[src/rtl/reg_write_arbiter_pkg.sv]
// Shared constants and enums for the register write-port arbiter.
// Register and requester indices match the bit positions on the packed request buses.
package reg_write_arbiter_pkg;

    localparam int WORD_SIZE = 19;
    localparam int NUM_REQ   = 3;
    localparam int NUM_REGS  = 3;

    typedef enum logic [1:0] {
        REG_A    = 2'd0,
        REG_B    = 2'd1,
        REG_C    = 2'd2,
        REG_NONE = 2'd3
    } reg_idx_e;

    typedef enum logic [1:0] {
        RQ_ALU = 2'd0,
        RQ_MEM = 2'd1,
        RQ_IMM = 2'd2
    } req_idx_e;

    typedef enum logic {
        IDLE  = 1'b0,
        ISSUE = 1'b1
    } state_e;

endpackage

[src/rtl/reg_write_arbiter_rr_arbiter.sv]
// Combinational round-robin picker: first requester at or after ptr wins, zero latency.
// en=0 suppresses every grant; the pointer register is owned by the caller.
module rr_arbiter #(
    parameter int N  = 3,
    parameter int PW = (N > 1) ? $clog2(N) : 1
) (
    input  logic [N-1:0]  req,
    input  logic [PW-1:0] ptr,
    input  logic          en,
    output logic [N-1:0]  gnt,
    output logic [PW-1:0] gnt_idx,
    output logic          gnt_vld
);

    logic [PW-1:0] idx;

    always_comb begin
        gnt     = '0;
        gnt_idx = '0;
        gnt_vld = 1'b0;
        idx     = '0;
        if (en) begin
            for (int i = 0; i < N; i++) begin
                idx = PW'((int'(ptr) + i) % N);
                if (!gnt_vld && req[idx]) begin
                    gnt_vld      = 1'b1;
                    gnt[idx]     = 1'b1;
                    gnt_idx      = idx;
                end
            end
        end
    end

endmodule

[src/rtl/reg_write_arbiter.sv]
// Round-robin arbiter for the A/B/C register write port; grant and load strobe one cycle after request.
// STALL blocks new grants only; a write already latched always issues in the following cycle.
module reg_write_arbiter #(
    parameter int WORD_SIZE = reg_write_arbiter_pkg::WORD_SIZE,
    parameter int NUM_REQ   = reg_write_arbiter_pkg::NUM_REQ,
    parameter int NUM_REGS  = reg_write_arbiter_pkg::NUM_REGS
) (
    input  logic                          CLK,
    input  logic                          RST_N,
    input  logic [NUM_REQ-1:0]            REQ,
    input  logic [2*NUM_REQ-1:0]          REQ_DEST,
    input  logic [WORD_SIZE*NUM_REQ-1:0]  REQ_DATA,
    input  logic                          STALL,
    input  logic                          ERR_CLR,
    output logic [NUM_REQ-1:0]            GNT,
    output logic [NUM_REGS-1:0]           LOAD_REG,
    output logic [WORD_SIZE-1:0]          WR_DATA,
    output logic                          BUSY,
    output logic                          ERR
);

    import reg_write_arbiter_pkg::*;

    localparam int PW = (NUM_REQ > 1) ? $clog2(NUM_REQ) : 1;

    state_e                 state;
    logic [PW-1:0]          ptr;
    logic [PW-1:0]          ptr_nxt;
    logic [NUM_REQ-1:0]     req_eff;
    logic [NUM_REQ-1:0]     win;
    logic [PW-1:0]          win_idx;
    logic                   grant;
    logic [1:0]             win_dest;
    logic [WORD_SIZE-1:0]   win_data;
    logic [NUM_REGS-1:0]    load_nxt;
    logic                   win_err;

    // A requester still seeing its GNT is presenting stale state, so it sits out this round.
    assign req_eff = REQ & ~GNT;

    rr_arbiter #(
        .N  (NUM_REQ),
        .PW (PW)
    ) u_rr_arbiter (
        .req     (req_eff),
        .ptr     (ptr),
        .en      (~STALL),
        .gnt     (win),
        .gnt_idx (win_idx),
        .gnt_vld (grant)
    );

    always_comb begin
        win_dest = REQ_DEST[2*int'(win_idx) +: 2];
        win_data = REQ_DATA[WORD_SIZE*int'(win_idx) +: WORD_SIZE];
        load_nxt = '0;
        if (int'(win_dest) < NUM_REGS) begin
            load_nxt[win_dest] = 1'b1;
        end
        win_err  = grant && (win_dest == REG_NONE);
        ptr_nxt  = (int'(win_idx) == NUM_REQ - 1) ? '0 : win_idx + 1'b1;
    end

    assign BUSY = (state == ISSUE);

    always_ff @(posedge CLK or negedge RST_N) begin
        if (!RST_N) begin
            state    <= IDLE;
            ptr      <= '0;
            GNT      <= '0;
            LOAD_REG <= '0;
            WR_DATA  <= '0;
            ERR      <= 1'b0;
        end else begin
            GNT <= win;
            // A new invalid-destination grant outranks a simultaneous clear.
            ERR <= win_err | (ERR & ~ERR_CLR);
            if (grant) begin
                ptr     <= ptr_nxt;
                WR_DATA <= win_data;
            end
            LOAD_REG <= grant ? load_nxt : '0;
            case (state)
                IDLE:    state <= grant ? ISSUE : IDLE;
                ISSUE:   state <= grant ? ISSUE : IDLE;
                default: state <= IDLE;
            endcase
        end
    end

endmodule

[config.mk]
export PLATFORM = sky130hd
export DESIGN_NAME = reg_write_arbiter
export DESIGN_NICKNAME = d
export VERILOG_FILES = /design/src/rtl/reg_write_arbiter_pkg.sv /design/src/rtl/reg_write_arbiter_rr_arbiter.sv /design/src/rtl/reg_write_arbiter.sv
export SDC_FILE = /design/constraint.sdc
export NUM_CORES = 1
export LEC_CHECK = 0
export ABC_AREA = 1
export BUFFER_PORTS_ARGS = -buffer_cell sky130_fd_sc_hd__clkbuf_2
export CAP_MARGIN = 40
export CORE_UTILIZATION = 40
export CTS_BUF_LIST = sky130_fd_sc_hd__clkbuf_4 sky130_fd_sc_hd__clkbuf_8
export DETAILED_ROUTE_END_ITERATION = 10
export PLACE_DENSITY = 0.72
export REMOVE_ABC_BUFFERS = 1
export SETUP_SLACK_MARGIN = 0.02
export SKIP_CTS_REPAIR_TIMING = 1
export SYNTH_ARGS = -nofsm -noshare
export SYNTH_HDL_FRONTEND = slang
export SYNTH_SLANG_ARGS = --single-unit
[constraint.sdc]
create_clock -name CLK -period 3.45 [get_ports CLK]
set_input_delay 0.69 -clock CLK [delete_from_list [all_inputs] [get_ports CLK]]
set_output_delay 0.69 -clock CLK [all_outputs]
set_load 0.1 [all_outputs]
# --- Word level (Yosys, flattened, before mapping) ---
# Cells that the tools add are included.
# Widths: inputs -> output; s select.
totals:
  out_inout_bits: 27
  word_cells: 76
  register_bits: 29
op_classes:
  eq_ne: 2
  bitwise_logic: 7
  n_addsub: 3
  magnitude_cmp: 9
  n_reduce_logical: 9
  mux: 34
  mul: 1
  n_shift: 2
  div: 3
op_table:
  columns: ["cell", "count"]
  rows:
  - ["$mod 32x3->32 const B", 2]
  - ["$shiftx 57x8->19", 1]
  - ["$mod 3x3->32 const B", 1]
  - ["$mux 3", 8]
  - ["$mux 1", 14]
  - ["$lt 2x3->1 const B", 4]
  - ["$mux 2", 5]
  - ["$demux 1 s2", 4]
  - ["$ge 2x1->1 const B", 4]
  - ["$logic_and 1x1->1", 7]
  - ["$mul 5x2->7 const A", 1]
  - ["$bmux 1 s2", 3]
  - ["$or 3x3->3", 2]
  - ["$shiftx 6x4->2", 1]
  - ["$eq 2x2->1 const B", 2]
  - ["$add 2x1->3 const B", 1]
  - ["$add 2x2->3 const B", 1]
  - ["$and 3x3->3", 1]
  - ["$not 3->3", 1]
  - ["$add 2x1->2 const B", 1]
  - ["$logic_not 1->1", 2]
  - ["$lt 2x2->1 const B", 1]
  - ["$and 1x1->1", 1]
  - ["$not 1->1", 1]
  - ["$or 1x1->1", 1]

# --- Longest topological paths before layout ---
logic_depth:
  ltp_word: 21
  depth_mapped: 17

# --- Cells and area by module ---
# Synthesis repeated with hierarchy kept, for this count alone.
unflattened:
  hier_cells: 272
  hier_area_um2: 1780.5
modules_own_cells:
  columns: ["mod", "seq_area_each_um2", "area_per_inst_um2", "n_inst", "cells_each"]
  rows:
  - ["reg_write_arbiter", 725.7, 1452.6, 1, 207]
  - ["rr_arbiter", 0.0, 327.8, 1, 65]

# --- Least setup slack after synthesis ---
# OpenSTA, ideal clock, no wires.
synth_timing:
  kind: "register to register"
  startpoint: "register GNT[2]"
  endpoint: "register WR_DATA[10]"
  arrival_time_ns: 2.179
  period_less_slack_ns: 2.305
  setup_ns: 0.126
  setup_slack_ns: 1.145
  required_ns: 3.324
  stages_incl_launch_ff: 13
  path_cell_list: "dfrtp_1 -> clkinv_1 -> nand2_1 -> o21ai_1 -> nand2_2 -> nand3_2 -> nand3_1 -> nand2_4 -> inv_4 -> nor2_8 -> buf_12 -> o211ai_2 -> nand3_2"
synth_between:
  elab_chain_len: 16
synth_rtl:
  columns: ["item", "line", "rtl"]
  rows:
  - ["start, declared", "reg_write_arbiter.sv:15", "output logic [NUM_REQ-1:0] GNT,"]
  - ["start signal, assigned", "reg_write_arbiter.sv:75", "GNT <= win;"]
  - ["$not 3->3 (*)", "reg_write_arbiter.sv:39", "assign req_eff = REQ & ~GNT;"]
  - ["$and 3x3->3 (*)", "reg_write_arbiter.sv:39", null]
  - ["$bmux 1 s2", "reg_write_arbiter_rr_arbiter.sv:25", "if (!gnt_vld && req[idx]) begin"]
  - ["$mux 1 (not written as such)", "reg_write_arbiter_rr_arbiter.sv:25", null]
  - ["$mux 1", "reg_write_arbiter_rr_arbiter.sv:25", null]
  - ["$mux 1", "reg_write_arbiter_rr_arbiter.sv:22", "if (en) begin"]
  - ["$logic_not 1->1", "reg_write_arbiter_rr_arbiter.sv:25", null]
  - ["$logic_and 1x1->1", "reg_write_arbiter_rr_arbiter.sv:25", null]
  - ["$mux 1", "reg_write_arbiter_rr_arbiter.sv:25", null]
  - ["$mux 1", "reg_write_arbiter_rr_arbiter.sv:22", null]
  - ["$logic_not 1->1", "reg_write_arbiter_rr_arbiter.sv:25", null]
  - ["$logic_and 1x1->1", "reg_write_arbiter_rr_arbiter.sv:25", null]
  - ["$mux 2", "reg_write_arbiter_rr_arbiter.sv:25", null]
  - ["$mux 2", "reg_write_arbiter_rr_arbiter.sv:22", null]
  - ["$mul 5x2->7", "reg_write_arbiter.sv:55", "win_data = REQ_DATA[WORD_SIZE*int'(win_idx) +: WORD_SIZE];"]
  - ["$shiftx 57x8->19", "reg_write_arbiter.sv:55", null]
  - ["end signal, assigned", "reg_write_arbiter.sv:80", "WR_DATA <= win_data;"]
  - ["end, declared", "reg_write_arbiter.sv:17", "output logic [WORD_SIZE-1:0] WR_DATA,"]
# Mark *: on every way between the ends. The rest lies on a longest branch, timed or not. The select of a mux whose other input is x is not followed.
# A chain may end at the register's enable or synchronous reset.

# --- Worst setup path in the final report ---
layout_timing:
  startpoint: "register ptr[0]"
  endpoint: "register ERR"
layout_between:
  elab_chain_len: 17
layout_rtl:
  columns: ["item", "line", "rtl"]
  rows:
  - ["start, declared", "reg_write_arbiter.sv:27", "logic [PW-1:0] ptr;"]
  - ["start signal, assigned", "reg_write_arbiter.sv:79", "ptr <= ptr_nxt;"]
  - ["branches (longest 15 deep; another with $mod 32x3->32)", null, null]
  - ["$logic_and 1x1->1 (*)", "reg_write_arbiter.sv:60", "win_err = grant && (win_dest == REG_NONE);"]
  - ["$or 1x1->1 (*)", "reg_write_arbiter.sv:77", "ERR <= win_err | (ERR & ~ERR_CLR);"]
  - ["end signal, assigned", "reg_write_arbiter.sv:77", null]
  - ["end, declared", "reg_write_arbiter.sv:19", "output logic ERR"]
# Every way passes the cells marked *. The select of a mux whose other input is x is not followed.

==> results.yml <==
yosys:
  seq_area_frac_synth_pct: 38.4
  async_reset_ff_share_pct: 100
  synth_area_leader_cell: "dfrtp_1"
  synth_commonest_cells: "75 x nand2_1, 36 x inv_1, 29 x dfrtp_1"
  dominantRegCellSynth: "dfrtp_1"
  synth-seq-cells: 29
  synthTopCellsByArea: "dfrtp_1 38%, nand2_1 15%, inv_1 7.1%"
  avgSynthCellArea_um2: 7.88
  synthDistinctLibCells: 27
  synth_edf_count: 0
  yosysWarnings: 0
  yosysMostFrequentCell: "nand2_1"
  syn_inst: 240
  synth_top_area_share_pct: 38.4
  synth_area_um2: 1890
floorplanning:
  die_y_um: 70.8
  io_pins: 97
  core_area_um2: 4440
  initial_utilization_pct: 42.6
  row_count: 24
  die_w_um: 70.8
  die_area_um2: 5010
drt:
  num_vias: 1887
  antenna_left: 0
  viasPerCell: 4.86
  drtIter0Drc: 92
  drc: 8
  dr.pass1.iters: 7
  wl_per_cell_um: 11.3
  finalWirelength_mm: 4.37
clock_network:
  clock_sinks: 29
  clk_pin_slew_ns: 0.07
  clock_path_buffers: 2
  clk_latency_ns: 0.28
  cts-htree-levels: 2
  tritoncts: "yes"
  clockRootBuffer: "clkbuf_8"
  cts_made_buffers: 5
grt:
  track_usage_pct: 19.1
  overflow: 0
  antenna_found_initial: 0
  first_global_vias: 1778
  grt_pass1_wl_mm: 7.45
  grt_max_degree: 42
setup_path:
  critPathMaxStageDelay_ns: 0.58
  path_class: "reg2reg"
  start_kind: "flop"
  critPathCaptureType: "flop"
  path_max_fanout: 41
  arrival_ns: 2.88
  critical-path-top-delay-family: "simple AND/OR/NAND/NOR gates"
  slowest_stage: "nand2_2"
  cp_common_cell: "nand2_1"
  crit_chain: "inv_1, ha_1, o21ai_1, nand2_2, nand4_1, nand2_1, nand2_2, inv_1, nand3_1, nand2_1, nand3_1, nand2_1"
  critical_path_buf_inv_count: 2
  crit_required_ns: 3.62
sta:
  max_freq_mhz: 369
  setup_viol: 0
  worstMarginPinSlew_ns: 0.789
  rsz0062_at_grt: "no"
  final_max_slew_viol_count: 0
  finalCritPeriodShare_pct: 78.5
  relSlewSlack_pct: 47.2
  finalHoldViolCount: 0
  min_period_ns: 2.71
  tns_ns: 0
  setup_slack_ns: 0.741
  finClkSkew_ns: 0.00909
final_layout:
  drive_gt1_share_pct: 41.1
  layout.nets: 409
  area_delta_synth_final_pct: 31.8
  diodes: 0
outcome:
  outcome: "finished with violations"
  violations: "DRC"
placement:
  place_ws_ns: 0.760
  place.detailed.hpwl_mm: 3.33
  gp_congestion: 0.797
  port_buffers: 96
job:
  maxCapViolations: 0
min_path:
  min_path_type: "in2async"
-- flip-flops by register name, summed over array words and instances, names as in the netlist --
signal	cells
BUSY	1
LOAD_REG	3
WR_DATA	19
ptr	2
ERR	1
GNT	3
-- per-stage QoR --
stage,instances,hold slack (ns),utilization (%),cell area (um^2)
floorplan,231,0.394,-,1820
finish,388,0.451,56.1,2490
detailed placement,380,0.472,53.4,2370
global placement,380,0.478,53.4,2370
CTS,388,0.487,56.1,2490
global route,388,0.514,56.1,2490
-- path summary, 6_finish.rpt --
path	from	to	slack [ns]	cells past startpoint
worst max-delay path	ptr[0]	ERR	0.74	12
worst min-delay path	RST_N	WR_DATA[18]	0.45	1
worst max register to register	ptr[0]	ERR	0.74	12
worst min register to register	ERR	ERR	0.49	2
max in group asynchronous	RST_N	GNT[0]	2.51	1
min in group CLK	ERR	ERR	0.49	2
-- cell type report --
class                      instances  area (um^2)
clock buffer                       7         90.1
clock inverter                     1         30.0
fill                             427         1950
inverter                          40          153
multi-input combinational        162          942
sequential                        29          726
tap                               52         65.1
timing repair buffer              97          488
-- cells in the final DEF, fill, tap and decap left out --
cell type / netlist / final
nand2_4: 1 / 1
nand2_2: 3 / 3
dfrtp_1: 29 / 29
o21ai_1: 2 / 2
nor2_1: 6 / 6
inv_1: 36 / 36
clkbuf_4: 0 / 1
buf_4: 2 / 1
bufinv_16: 0 / 1
nand2_1: 75 / 75
clkbuf_2: 0 / 96
a221oi_1: 1 / 1
inv_4: 1 / 1
a31oi_1: 2 / 2
nor3_1: 2 / 2
nand3_1: 24 / 24
ha_1: 4 / 4
o21ai_0: 1 / 1
o211ai_2: 10 / 10
nand3_2: 13 / 13
nor2_2: 2 / 2
a21oi_1: 1 / 1
o211ai_1: 9 / 9
clkinv_1: 1 / 1
nand4_1: 5 / 5
clkbuf_8: 0 / 6
nor2_8: 1 / 1
inv_2: 2 / 2
-- kinds of logic after synthesis --
| group | synth area share (%) |
|---|---|
| AND/OR/NAND/NOR | 34.8 |
| buffers and inverters | 11.8 |
| flip-flops | 38.4 |
| AO/OA/AOI/OAI | 12.4 |
| adder cells (fa/ha/maj) | 2.65 |
-- metal layers --
metal  global-route usage [%]  vias to the layer above  wire, um
met4                     8.89                        0       113
met2                     31.5                       79      2020
met1                     22.3                      833      1870
met3                     6.84                       12       372
met5                        0                        -         0
li1                         -                      963         -
Power is not shown: default switching activity piles up to over one toggle a cycle in this logic, so the estimate is an artifact.
